<file path="src/rtl/gfcm_sel_ctrl.sv">
// gfcm_sel_ctrl: break-before-make select sequencer for the glitch-free clock mux.
// Optional macro GFCM_SEL_CTRL_ACK_EN adds clk_on acknowledge gating and a timeout.
module gfcm_sel_ctrl #(
  parameter int unsigned NUMCLK  = 2,
  parameter int unsigned IDXW    = 3,
  parameter int unsigned RST_IDX = 0,
  parameter int unsigned OFF_CYC = 8,
  parameter int unsigned ON_CYC  = 8
`ifdef GFCM_SEL_CTRL_ACK_EN
  ,
  parameter int unsigned TMO_CYC = 1023
`endif
) (
  input  logic              clkin,
  input  logic              rst,
`ifdef GFCM_SEL_CTRL_ACK_EN
  input  logic [NUMCLK-1:0] clk_on,
`endif
  input  logic              req_vld,
  input  logic [IDXW-1:0]   req_idx,
  output logic              req_rdy,
  output logic [NUMCLK-1:0] sel,
  output logic [IDXW-1:0]   cur_idx,
  output logic              busy,
  output logic              done,
  output logic              err
);

  // Parameter legality
  if (NUMCLK < 2 || NUMCLK > 8) begin : g_bad_numclk
    $error("gfcm_sel_ctrl: NUMCLK must be 2..8");
  end
  if ((2 ** IDXW) < NUMCLK) begin : g_bad_idxw
    $error("gfcm_sel_ctrl: IDXW too narrow for NUMCLK");
  end
  if (RST_IDX >= NUMCLK) begin : g_bad_rst_idx
    $error("gfcm_sel_ctrl: RST_IDX must be below NUMCLK");
  end
  if (OFF_CYC < 1 || OFF_CYC > 255) begin : g_bad_off
    $error("gfcm_sel_ctrl: OFF_CYC must be 1..255");
  end
  if (ON_CYC < 1 || ON_CYC > 255) begin : g_bad_on
    $error("gfcm_sel_ctrl: ON_CYC must be 1..255");
  end
`ifdef GFCM_SEL_CTRL_ACK_EN
  if (TMO_CYC < 1 || TMO_CYC > 1023) begin : g_bad_tmo
    $error("gfcm_sel_ctrl: TMO_CYC must be 1..1023");
  end
`endif

  typedef enum logic [1:0] {
    S_IDLE,
    S_OFF,
    S_ON,
    S_DONE
  } state_t;

  localparam logic [IDXW-1:0] RST_I  = IDXW'(RST_IDX);
  localparam logic [7:0]      OFF_LD = 8'(OFF_CYC - 1);
  localparam logic [7:0]      ON_LD  = 8'(ON_CYC - 1);

  function automatic logic [NUMCLK-1:0] onehot(input logic [IDXW-1:0] idx);
    logic [NUMCLK-1:0] v;
    v = '0;
    for (int unsigned i = 0; i < NUMCLK; i++) begin
      if (32'(idx) == i) v[i] = 1'b1;
    end
    return v;
  endfunction

  state_t            state, state_nx;
  logic [7:0]        cnt, cnt_nx;
  logic [NUMCLK-1:0] sel_nx;
  logic [IDXW-1:0]   cur_nx;
  logic [IDXW-1:0]   tgt_idx, tgt_nx;
  logic              err_nx;
  logic              idx_bad;
  logic              off_ok;
  logic              on_ok;

`ifdef GFCM_SEL_CTRL_ACK_EN
  logic [NUMCLK-1:0] on_m, on_s;
  logic [9:0]        tmo, tmo_nx;
  logic [IDXW-1:0]   prv_idx, prv_nx;
  logic              tmo_hit;

  // Two-flop resync of per-source gate status
  always_ff @(posedge clkin or posedge rst) begin
    if (rst) begin
      on_m <= '0;
      on_s <= '0;
    end else begin
      on_m <= clk_on;
      on_s <= on_m;
    end
  end

  assign off_ok  = (on_s == '0);
  assign on_ok   = ((on_s & onehot(tgt_idx)) != '0);
  assign tmo_hit = (tmo == 10'(TMO_CYC - 1));
`else
  assign off_ok = 1'b1;
  assign on_ok  = 1'b1;
`endif

  assign idx_bad = (32'(req_idx) >= NUMCLK);
  assign req_rdy = (state == S_IDLE);
  assign busy    = (state != S_IDLE);
  assign done    = (state == S_DONE);

  // State and datapath registers
  always_ff @(posedge clkin or posedge rst) begin
    if (rst) begin
      state   <= S_IDLE;
      cnt     <= '0;
      sel     <= onehot(RST_I);
      cur_idx <= RST_I;
      tgt_idx <= '0;
      err     <= 1'b0;
`ifdef GFCM_SEL_CTRL_ACK_EN
      tmo     <= '0;
      prv_idx <= RST_I;
`endif
    end else begin
      state   <= state_nx;
      cnt     <= cnt_nx;
      sel     <= sel_nx;
      cur_idx <= cur_nx;
      tgt_idx <= tgt_nx;
      err     <= err_nx;
`ifdef GFCM_SEL_CTRL_ACK_EN
      tmo     <= tmo_nx;
      prv_idx <= prv_nx;
`endif
    end
  end

  // Next-state and next-register values
  always_comb begin
    state_nx = state;
    cnt_nx   = cnt;
    sel_nx   = sel;
    cur_nx   = cur_idx;
    tgt_nx   = tgt_idx;
    err_nx   = 1'b0;
`ifdef GFCM_SEL_CTRL_ACK_EN
    tmo_nx   = tmo;
    prv_nx   = prv_idx;
`endif
    unique case (state)
      S_IDLE: begin
        if (req_vld) begin
          tgt_nx = req_idx;
          if (idx_bad) begin
            err_nx = 1'b1;
          end else if (req_idx == cur_idx) begin
            state_nx = S_DONE;
          end else begin
            state_nx = S_OFF;
            sel_nx   = '0;
            cnt_nx   = OFF_LD;
`ifdef GFCM_SEL_CTRL_ACK_EN
            prv_nx   = cur_idx;
            tmo_nx   = '0;
`endif
          end
        end
      end
      S_OFF: begin
        if (cnt == 8'd0 && off_ok) begin
          state_nx = S_ON;
          sel_nx   = onehot(tgt_idx);
          cur_nx   = tgt_idx;
          cnt_nx   = ON_LD;
`ifdef GFCM_SEL_CTRL_ACK_EN
          tmo_nx   = '0;
        end else if (tmo_hit) begin
          state_nx = S_IDLE;
          sel_nx   = onehot(prv_idx);
          cur_nx   = prv_idx;
          cnt_nx   = '0;
          tmo_nx   = '0;
          err_nx   = 1'b1;
`endif
        end else begin
          // count holds at zero while waiting on the acknowledge
          if (cnt != 8'd0) cnt_nx = cnt - 8'd1;
`ifdef GFCM_SEL_CTRL_ACK_EN
          tmo_nx = tmo + 10'd1;
`endif
        end
      end
      S_ON: begin
        if (cnt == 8'd0 && on_ok) begin
          state_nx = S_DONE;
          cnt_nx   = '0;
`ifdef GFCM_SEL_CTRL_ACK_EN
          tmo_nx   = '0;
        end else if (tmo_hit) begin
          state_nx = S_IDLE;
          sel_nx   = onehot(prv_idx);
          cur_nx   = prv_idx;
          cnt_nx   = '0;
          tmo_nx   = '0;
          err_nx   = 1'b1;
`endif
        end else begin
          if (cnt != 8'd0) cnt_nx = cnt - 8'd1;
`ifdef GFCM_SEL_CTRL_ACK_EN
          tmo_nx = tmo + 10'd1;
`endif
        end
      end
      S_DONE: begin
        state_nx = S_IDLE;
      end
      default: begin
        state_nx = S_IDLE;
      end
    endcase
  end

endmodule

</file>
<file path="config.mk">
export PLATFORM = sky130hd
export DESIGN_NAME = gfcm_sel_ctrl
export DESIGN_NICKNAME = d
export VERILOG_FILES = /design/src/rtl/gfcm_sel_ctrl.sv
export SDC_FILE = /design/constraint.sdc
export NUM_CORES = 1
export LEC_CHECK = 0
export CORE_MARGIN = 3
export CORE_UTILIZATION = 40
export CTS_CLUSTER_DIAMETER = 200
export CTS_CLUSTER_SIZE = 30
export DETAILED_ROUTE_END_ITERATION = 8
export HOLD_SLACK_MARGIN = 0.03
export REMOVE_ABC_BUFFERS = 1
export SYNTH_ARGS = -nofsm -noshare
export SYNTH_HDL_FRONTEND = slang
export SYNTH_SLANG_ARGS = --single-unit
</file>
<file path="constraint.sdc">
create_clock -name clkin -period 2.3 [get_ports clkin]
set_input_delay 0.46 -clock clkin [delete_from_list [all_inputs] [get_ports clkin]]
set_output_delay 0.46 -clock clkin [all_outputs]
set_load 0.05 [all_outputs]
</file>
==> results of run 1 <==
-- layer usage --
metal  part of all wire  wire (µm)  GRT usage
met3              0.022         53     0.0404
met4              0.013         33     0.0402
met1               0.49       1210      0.205
met5                  0          0          0
met2               0.47       1160      0.258
-- power by group through the flow --
stage,Clock (µW),Sequential [µW],Combinational [µW]
floorplan,0,681,894
global placement,0,592,1340
detailed placement,0,600,1350
CTS,193,592,1360
global route,203,617,1490
finish,181,593,1350
-- metrics by stage --
step / instances / worst slack (ps) / hold WS, ps / setup TNS, ps
after global placement: 156 / 109 / 483 / 0
after floorplan: 106 / -67.4 / 410 / -332
after global routing: 160 / 134 / 477 / 0
after CTS: 160 / 24.3 / 458 / 0
after detailed placement: 156 / 82.0 / 478 / 0
final: 160 / 192 / 458 / 0
-- cell families after synthesis --
kind of cell    share of synthesized area
flops                               0.402
simple gates                        0.210
compound gates                      0.195
xor+xnor                           0.0222
mux                                0.0759
fa+ha+maj                          0.0527
buf+inv                            0.0422
-- Yosys cell counts (all sizes together) (3+ instances only) --
cell type and instances:
a32o 4, a21oi 5, ha 5, nand2 4
o211ai 4, nor3 4, nor2 7, nor4 3
inv 9, dfrtp 18, mux2 8, xnor2 3
-- registers in the layout (all words and copies together), names as in the netlist --
register / cells
state: 2
tgt_idx: 3
cnt: 8
err: 1
cur_idx: 3
sel: 2
-- area by class of cell --
| class | instances | share of cell area |
|---|---|---|
| Inverter | 9 | 0.0239 |
| Clock inverter | 1 | 0.00531 |
| Sequential cell | 19 | 0.337 |
| Multi-Input combinational cell | 78 | 0.466 |
| Clock buffer | 3 | 0.0159 |
| Timing Repair Buffer | 19 | 0.124 |
| Tap cell | 31 | 0.0274 |
-- path summary, 6_finish.rpt --
path	from	end	slack [ps]	cells past startpoint
hold / removal	rst	cnt[6]	460	3
min in group clkin	sel[1]	sel[1]	510	1
setup reg to reg	cnt[1]	cnt[7]	380	6
hold reg to reg	sel[1]	sel[1]	510	1
setup / recovery	sel[0]	sel[0]	190	1
max in group asynchronous	rst	sel[0]	1580	3
-- repair_timing --
| action | in CTS | in global routing |
|---|---|---|
| endpoints found under the hold margin | 0 | 0 |
| setup endpoints to repair | 0 | 1 |
| resized for setup | 0 | 1 |
| hold buffers | 0 | 0 |
==> results by group, run 1 <==
Critical path
  • CP Cell Sequence: clkdlybuf4s50_1
  • Critical path arrival: about 1700 ps
  • Top delay family on crit path: buffers and inverters
  • CP Class: reg2out
  • Slowest library cell on the worst path: clkdlybuf4s50_1
  • WP buf/inv: 1
  • Worst-path fanout max: 2
  • CP Launch Type: flip-flop
  • Critical path capture point type: output pin
  • Crit path largest cell delay: 800 ps
  • WP data required: between 1500 and 2000 ps

Power
  • Total chip power: approximately 2100 µW
  • Switching pwr: ~1000 µW
  • Switching share of total power: 0.483
  • Clock power frac: 0.085
  • Leakage: 0.000620 µW
  • Internal: 1100 µW
  • Sequential share of power: 0.279
  • Comb power frac: 0.636
  • Peak VDD IR: roughly 0.00089 V
  • Power Density: 1500 nW/µm²

GRT
  • GRT Total Usage: 0.156
  • Initial antenna violation count: 0
  • Number of global-route vias before repair: approximately 940
  • First-pass GRT wire length: ~4200 µm
  • Overflow after GRT: 0
  • Largest net degree at the start of global routing: 20

Final layout
  • Area of the multi-input gates: between 600 and 700 µm²
  • Utilization after layout: 0.508
  • Filler Cells Inserted: roughly 260
  • Nets@finish: roughly 140
  • Final instance area: about 1400 µm²
  • Layout cells sized above 1: 0.225
  • Layout area overhead: 19.2%
  • Most frequent cells in the layout: dfrtp_1, clkdlybuf4s50_1, inv_1
  • Reg area: about 480 µm²
  • N_diodes: 0
  • Commonest non-fill, non-tap cell in the layout: dfrtp_1

STA
  • Final Max Slew Viols: 0
  • # setup viols final: 0
  • RSZ-0062 raised after global routing: no
  • Max_slew headroom: 0.665
  • Final period utilization: 0.916
  • Tightest Pin Transition: 502 ps
  • Fmax achieved: 0.474 GHz
  • Clk_skew: 2.51 ps
  • Final hold vios: 0
  • Final min period: approximately 2100 ps

Synth
  • Mapped Area: 1190 µm²
  • Netlist cell types: between 40 and 50
  • Top cells by area, synth: dfrtp_1, mux2_2, ha_1, a32o_1, inv_1
  • Seq/Total Area, Yosys: 0.402
  • Post-Syn Area per Cell: 11.0 µm²
  • Number of synthesized flops with an enable pin: 0
  • Flip-flop and latch count after synthesis: 19
  • Yosys top cell by area: dfrtp_1
  • Synth Instances: 108
  • Ys Warns: 0
  • Synth Flop Type: dfrtp_1
  • Yosys top cell area share: 0.380
  • Ys async rst share: 1.00

Clocking
  • Worst-Skew Late Latency: approximately 300 ps
  • Root buffer cell: clkbuf_4
  • H-tree depth: 1
  • Post-CTS Setup Bufs: 0
  • Inserted Clock Buffers: 3
  • Clk sinks: 19
  • Max clock buf depth: 2
  • Clock-pin slew on the worst setup and hold paths: roughly 120 ps
  • CTS tree: yes

Die
  • I/O pin count: 15
  • Die area: between 3000 and 4000 µm²
  • Site Rows: 19
  • Core Footprint: between 2000 and 3000 µm²
  • Starting Density: 0.426
  • Chip Width: a little over 60 µm
  • Die Y-Extent: a little over 60 µm

Placement
  • Detailed placement HPWL: between 1500 and 2000 µm
  • Port buffer count: 14
  • Final GP Congestion: 0.792
  • Area post-placement: 1380 µm²

Status
  • Status: finished, final reports clean

Min path
  • Hold crit path type: in2async

Routing
  • Wirelength per Cell: ~15 µm
  • Detailed Route WL: between 2000 and 2500 µm
  • Residual DRC: 0
  • Final ANT Viol Nets: 0
  • Starting DRC count in detailed routing: 23
  • Via/cell ratio: 5.81
  • Vias: between 900 and 1,000
  • Initial DRT Pass Iterations: 4

Run
  • Max-Cap Viols: 0
Note: power is estimated with default switching activity, not from simulation.
==> inputs of run 2 (changes only) <==
--- a/config.mk
+++ b/config.mk
@@ -8,10 +8,11 @@
 export CORE_MARGIN = 3
 export CORE_UTILIZATION = 40
 export CTS_CLUSTER_DIAMETER = 200
-export CTS_CLUSTER_SIZE = 30
+export CTS_CLUSTER_SIZE = 40
 export DETAILED_ROUTE_END_ITERATION = 8
 export HOLD_SLACK_MARGIN = 0.03
 export REMOVE_ABC_BUFFERS = 1
+export SETUP_SLACK_MARGIN = 0.2
 export SYNTH_ARGS = -nofsm -noshare
 export SYNTH_HDL_FRONTEND = slang
 export SYNTH_SLANG_ARGS = --single-unit
==> results by group, run 2 (same netlist as run 1, synthesis figures left out) <==
Status
  • Status: finished, final reports clean (unchanged)

Routing
  • Final ANT Viol Nets: 0 (unchanged)
  • Residual DRC: 0 (unchanged)
  • Wirelength per Cell: 15.4 µm (about the same)
  • Starting DRC count in detailed routing: 23 (unchanged)
  • Via/cell ratio: 5.80 (was 5.81)
  • Initial DRT Pass Iterations: 4 (unchanged)
  • Detailed Route WL: 2470 µm (was 2460 µm)
  • Vias: 928 (was 929)

GRT
  • Met3 global-route usage: 0.0404 (unchanged)
  • GRT Max-Usage Layer: met2 (unchanged)
  • Initial antenna violation count: 0 (unchanged)
  • Largest net degree at the start of global routing: 20 (unchanged)
  • GR Util met1: 0.205 (unchanged)
  • Overflow after GRT: 0 (unchanged)
  • Grt met2 use: 0.258 (unchanged)
  • Number of global-route vias before repair: 937 (unchanged)
  • First-pass GRT wire length: 4240 µm (unchanged)
  • GRT Total Usage: 0.156 (unchanged)

Final layout
  • Fin cells: 160 (unchanged)
  • Most frequent cells in the layout: dfrtp_1, clkdlybuf4s50_1, inv_1 (unchanged)
  • Nets@finish: 141 (unchanged)
  • Utilization after layout: 0.507 (was 0.508)
  • Layout area overhead: 19.0% (was 19.2%)
  • Layout cells sized above 1: 0.233 (was 0.225)
  • Top Registers: cnt (8), cur_idx (3), tgt_idx (3) (unchanged)
  • Max FFs per register: 8 (unchanged)
  • Commonest non-fill, non-tap cell in the layout: dfrtp_1 (unchanged)
  • Filler Cells Inserted: 256 (was 255)
  • Largest Register: cnt (unchanged)
  • N_diodes: 0 (unchanged)

STA
  • RSZ-0062 raised after global routing: no (unchanged)
  • Fmax achieved: 0.503 GHz (was 0.474 GHz)
  • Final min period: 1990 ps (was 2110 ps)
  • Final Max Slew Viols: 0 (unchanged)
  • Final hold vios: 0 (unchanged)
  • Clk_skew: 1.79 ps (was 2.51 ps)
  • Tightest Pin Transition: 499 ps (was 502 ps)
  • Max_slew headroom: 0.666 (was 0.665)
  • # setup viols final: 0 (unchanged)
  • Setup WS post-layout: 313 ps (was 192 ps)
  • Final period utilization: 0.864 (was 0.916)

Die
  • Site Rows: 19 (unchanged)
  • Starting Density: 0.426 (unchanged)
  • Chip Width: 60.5 µm (unchanged)
  • Core Footprint: 2780 µm² (unchanged)
  • Die area: 3650 µm² (unchanged)
  • Die Y-Extent: 60.5 µm (unchanged)
  • I/O pin count: 15 (unchanged)

Placement
  • Pre-CTS setup slack: 82.0 ps (unchanged)
  • Detailed placement HPWL: 1860 µm (unchanged)
  • Port buffer count: 14 (unchanged)
  • DP Cell Count: 156 (unchanged)
  • Final GP Congestion: 0.792 (unchanged)

Clocking
  • Root buffer cell: clkbuf_4 (unchanged)
  • Worst-Skew Late Latency: 300 ps (about the same)
  • Clock-pin slew on the worst setup and hold paths: 120 ps (about the same)
  • Post-CTS Setup Bufs: 0 (unchanged)
  • H-tree depth: 1 (unchanged)
  • Clk sinks: 19 (unchanged)
  • Inserted Clock Buffers: 3 (unchanged)
  • CTS tree: yes (unchanged)
  • Post-CTS Hold Buffers: 0 (unchanged)
  • Max clock buf depth: 2 (unchanged)
  • Post_cts resized: 2 (was 0)

Power
  • Peak VDD IR: 0.000885 V (about the same)
  • Comb power frac: 0.635 (was 0.636)
  • Internal: 1100 µW (about the same)
  • Sequential share of power: 0.279 (about the same)
  • Power Density: 1510 nW/µm² (was 1500 nW/µm²)
  • Switching share of total power: 0.483 (about the same)
  • Clock power frac: 0.085 (about the same)
  • Switching pwr: 1030 µW (about the same)
  • Leakage: 0.000612 µW (was 0.000620 µW)

Critical path
  • CP Class: reg2out (unchanged)
  • WP data required: 1840 ps (about the same)
  • Crit path largest cell delay: 550 ps (was 800 ps)
  • Worst-path fanout max: 4 (was 2)
  • Slowest library cell on the worst path: dlygate4sd2_1 (was clkdlybuf4s50_1)
  • CP Launch Type: flip-flop (unchanged)
  • CP Cell Sequence: ha_1, dlygate4sd2_1 (was clkdlybuf4s50_1)
  • Critical path arrival: 1530 ps (was 1650 ps)
  • Critical path capture point type: output pin (unchanged)

Run
  • Max-Cap Viols: 0 (unchanged)

Min path
  • Hold crit path type: in2async (unchanged)
[run 2: final timing paths]
check | slack, ps | startpoint | cells after the start | endpoint
setup / recovery | 310 | state[0] | 2 | done
hold / removal | 460 | rst | 3 | cnt[6]
setup reg to reg | 370 | cnt[1] | 6 | cnt[7]
hold reg to reg | 510 | sel[1] | 1 | sel[1]
max in group asynchronous | 1580 | rst | 3 | sel[0]
min in group clkin | 510 | sel[1] | 1 | sel[1]
[run 2: layout make-up]
cell class / instances / area (µm²) / share of cell area
inverters: 9 / 33.8 / 0.0239
multi-input cells: 78 / 662 / 0.469
clock inverters: 1 / 7.51 / 0.00532
repair buffers: 19 / 170 / 0.121
clock buffers: 3 / 22.5 / 0.0160
flip-flops and latches: 19 / 477 / 0.338
well taps: 31 / 38.8 / 0.0275
[run 2: power by group through the flow]
| stage | sequential [µW] | clock [µW] | combinational (µW) |
|---|---|---|---|
| 5_1_grt | 616 | 203 | 1490 |
| 4_1_cts | 592 | 193 | 1350 |
| 3_3_place_gp | 592 | 0 | 1340 |
| 2_1_floorplan | 681 | 0 | 894 |
| 6_report | 594 | 181 | 1350 |
| 3_5_place_dp | 600 | 0 | 1350 |
[run 2: critical path: cells and delay by family, from the launching register on]
kind       cells  cell delay, ps
fa+ha+maj      1             250
buf+inv        1             550
flops          1             430
[run 2: per-layer routing]
layer  share of wire  up-vias
li1                -      459
met5               0        -
met3           0.024        4
met4           0.013        0
met1            0.49      451
met2            0.47       14
[run 2: metrics by stage]
| stage | cell area (µm²) | setup TNS, ps | hold slack (ps) | power (µW) |
|---|---|---|---|---|
| final | 1410 | 0 | 458 | 2130 |
| after global routing | 1410 | 0 | 477 | 2310 |
| after CTS | 1410 | 0 | 458 | 2130 |
| after detailed placement | 1380 | 0 | 478 | 1950 |
| after global placement | 1380 | 0 | 483 | 1930 |
| after floorplan | 1170 | -332 | 410 | 1580 |
==> inputs of run 3 (changes only) <==
--- a/config.mk
+++ b/config.mk
@@ -5,6 +5,7 @@
 export SDC_FILE = /design/constraint.sdc
 export NUM_CORES = 1
 export LEC_CHECK = 0
+export CORE_ASPECT_RATIO = 0.75
 export CORE_MARGIN = 3
 export CORE_UTILIZATION = 40
 export CTS_CLUSTER_DIAMETER = 200
@@ -13,6 +14,7 @@
 export HOLD_SLACK_MARGIN = 0.03
 export REMOVE_ABC_BUFFERS = 1
 export SETUP_SLACK_MARGIN = 0.2
+export SKIP_LAST_GASP = 1
 export SYNTH_ARGS = -nofsm -noshare
 export SYNTH_HDL_FRONTEND = slang
 export SYNTH_SLANG_ARGS = --single-unit
==> results by group, run 3 (same netlist as run 1, synthesis figures left out) <==
Final layout
  • Commonest non-fill, non-tap cell in the layout: dfrtp_1 (unchanged)
  • Most frequent cells in the layout: dfrtp_1, clkdlybuf4s50_1, inv_1 (unchanged)
  • Layout cells sized above 1: 0.205 (was 0.233)
  • Area of the multi-input gates: 667 µm² (was 662 µm²)
  • Nets@finish: 139 (was 141)
  • N_diodes: 0 (unchanged)
  • Filler Cells Inserted: 256 (unchanged)
  • Top Registers: cnt (8), cur_idx (3), tgt_idx (3) (unchanged)
  • Reg area: 477 µm² (unchanged)
  • Fin cells: 163 (was 160)
  • Max FFs per register: 8 (unchanged)
  • Layout area overhead: 20.0% (was 19.0%)
  • Largest Register: cnt (unchanged)

Run
  • Max-Cap Viols: 0 (unchanged)

Critical path
  • Worst r2r src: cnt[0] (was cnt[1])
  • CP Launch Type: flip-flop (unchanged)
  • CP Cell Sequence: clkdlybuf4s50_1 (was ha_1, dlygate4sd2_1)
  • Critical path capture point type: output pin (unchanged)
  • Slowest library cell on the worst path: clkdlybuf4s50_1 (was dlygate4sd2_1)
  • WP buf/inv: 1 (unchanged)
  • Critical path arrival: 1580 ps (was 1530 ps)
  • WP data required: 1840 ps (about the same)
  • Crit path largest cell delay: 800 ps (was 550 ps)
  • Critical Path Start: sel[0] (was state[0])
  • Top delay family on crit path: buffers and inverters (unchanged)
  • Worst-path fanout max: 2 (was 4)
  • CP Class: reg2out (unchanged)

Clocking
  • Clock-pin slew on the worst setup and hold paths: 70 ps (was 120 ps)
  • Post-CTS Setup Bufs: 0 (unchanged)
  • Root buffer cell: clkbuf_8 (was clkbuf_4)
  • Clk sinks: 19 (unchanged)
  • Worst-Skew Late Latency: 250 ps (was 300 ps)
  • H-tree depth: 1 (unchanged)
  • Inserted Clock Buffers: 3 (unchanged)
  • CTS tree: yes (unchanged)
  • Max clock buf depth: 2 (unchanged)

Routing
  • Vias: 939 (was 928)
  • Detailed Route WL: 2560 µm (was 2470 µm)
  • Final ANT Viol Nets: 0 (unchanged)
  • Via/cell ratio: 5.76 (was 5.80)
  • Starting DRC count in detailed routing: 48 (was 23)
  • Wirelength per Cell: 15.7 µm (was 15.4 µm)
  • Initial DRT Pass Iterations: 4 (unchanged)
  • Residual DRC: 0 (unchanged)

Power
  • Leakage: 0.000608 µW (was 0.000612 µW)
  • Peak VDD IR: 0.000842 V (was 0.000885 V)
  • Total chip power: 2180 µW (was 2130 µW)
  • Power Density: 1530 nW/µm² (was 1510 nW/µm²)

Min path
  • Min-delay src: sel[1]
  • Hold crit path type: reg2reg (was in2async)

GRT
  • First-pass GRT wire length: 4400 µm (was 4240 µm)
  • GRT Total Usage: 0.168 (was 0.156)
  • Initial antenna violation count: 0 (unchanged)
  • Largest net degree at the start of global routing: 20 (unchanged)
  • Number of global-route vias before repair: 901 (was 937)
  • Overflow after GRT: 0 (unchanged)

Die
  • Die Y-Extent: 53.2 µm (was 60.5 µm)
  • Die area: 3660 µm² (was 3650 µm²)
  • Core Footprint: 2720 µm² (was 2780 µm²)
  • Site Rows: 16 (was 19)
  • Chip Width: 68.9 µm (was 60.5 µm)
  • Starting Density: 0.436 (was 0.426)
  • I/O pin count: 15 (unchanged)

Status
  • Status: finished, final reports clean (unchanged)

STA
  • # setup viols final: 0 (unchanged)
  • Clk_skew: 2.12 ps (was 1.79 ps)
  • Final min period: 2040 ps (was 1990 ps)
  • Final hold vios: 0 (unchanged)
  • Max_slew headroom: 0.501 (was 0.666)
  • RSZ-0062 raised after global routing: no (unchanged)
  • Setup TNS: 0 ps (unchanged)
  • Tightest Pin Transition: 748 ps (was 499 ps)
  • Final period utilization: 0.888 (was 0.864)
  • Final Max Slew Viols: 0 (unchanged)
  • Fmax achieved: 0.489 GHz (was 0.503 GHz)
  • Setup WS post-layout: 257 ps (was 313 ps)

Placement
  • Port buffer count: 14 (unchanged)
  • Final GP Congestion: 0.764 (was 0.792)
  • Detailed placement HPWL: 1900 µm (was 1860 µm)
  • Pre-CTS setup slack: 82.7 ps (was 82.0 ps)
  • DP Cell Count: 159 (was 156)
==> run 3: metal layers <==
layer  share of wire  global-route usage  vias to the layer above
li1                -                   -                      452
met1            0.52               0.247                      460
met2            0.42               0.233                       25
met3           0.056              0.0510                        2
met4          0.0074              0.0485                        0
met5               0                   0                        -
==> run 3: metrics by stage <==
step	cell area, µm²	util	hold WS, ps
2_1_floorplan	1170	-	410
3_3_place_gp	1370	0.504	472
3_5_place_dp	1370	0.504	478
4_1_cts	1420	0.520	495
5_1_grt	1420	0.523	515
6_report	1420	0.523	490
==> run 3: cell type report <==
cell class	instances	share of cell area
clock buffer	4	0.0316
multi-input combinational	78	0.468
timing repair buffer	17	0.110
tap	36	0.0316
sequential	19	0.335
inverter	9	0.0237
==> run 3: power by group <==
group          internal [µW]  leakage (µW)  total (µW)  switching (µW)
registers                462      0.000239         604             142
clock network            123     0.0000228         229             106
logic                    566      0.000346        1350             785
total                   1150      0.000608        2180            1030
==> run 3: final timing paths <==
path                          end  slack [ps]  cells past startpoint
min in group asynchronous  cnt[1]         640                      2
hold / removal             sel[1]         490                      1
setup / recovery           sel[0]         260                      1
setup reg to reg           sel[1]         330                      6
hold reg to reg            sel[1]         490                      1
max in group asynchronous  cnt[5]        1200                      2
==> run 3: repair_timing <==
item	CTS	global route
hold buffers	0	0
resized for setup	1	1
pin swaps	0	0
endpoints found under the setup margin	1	2
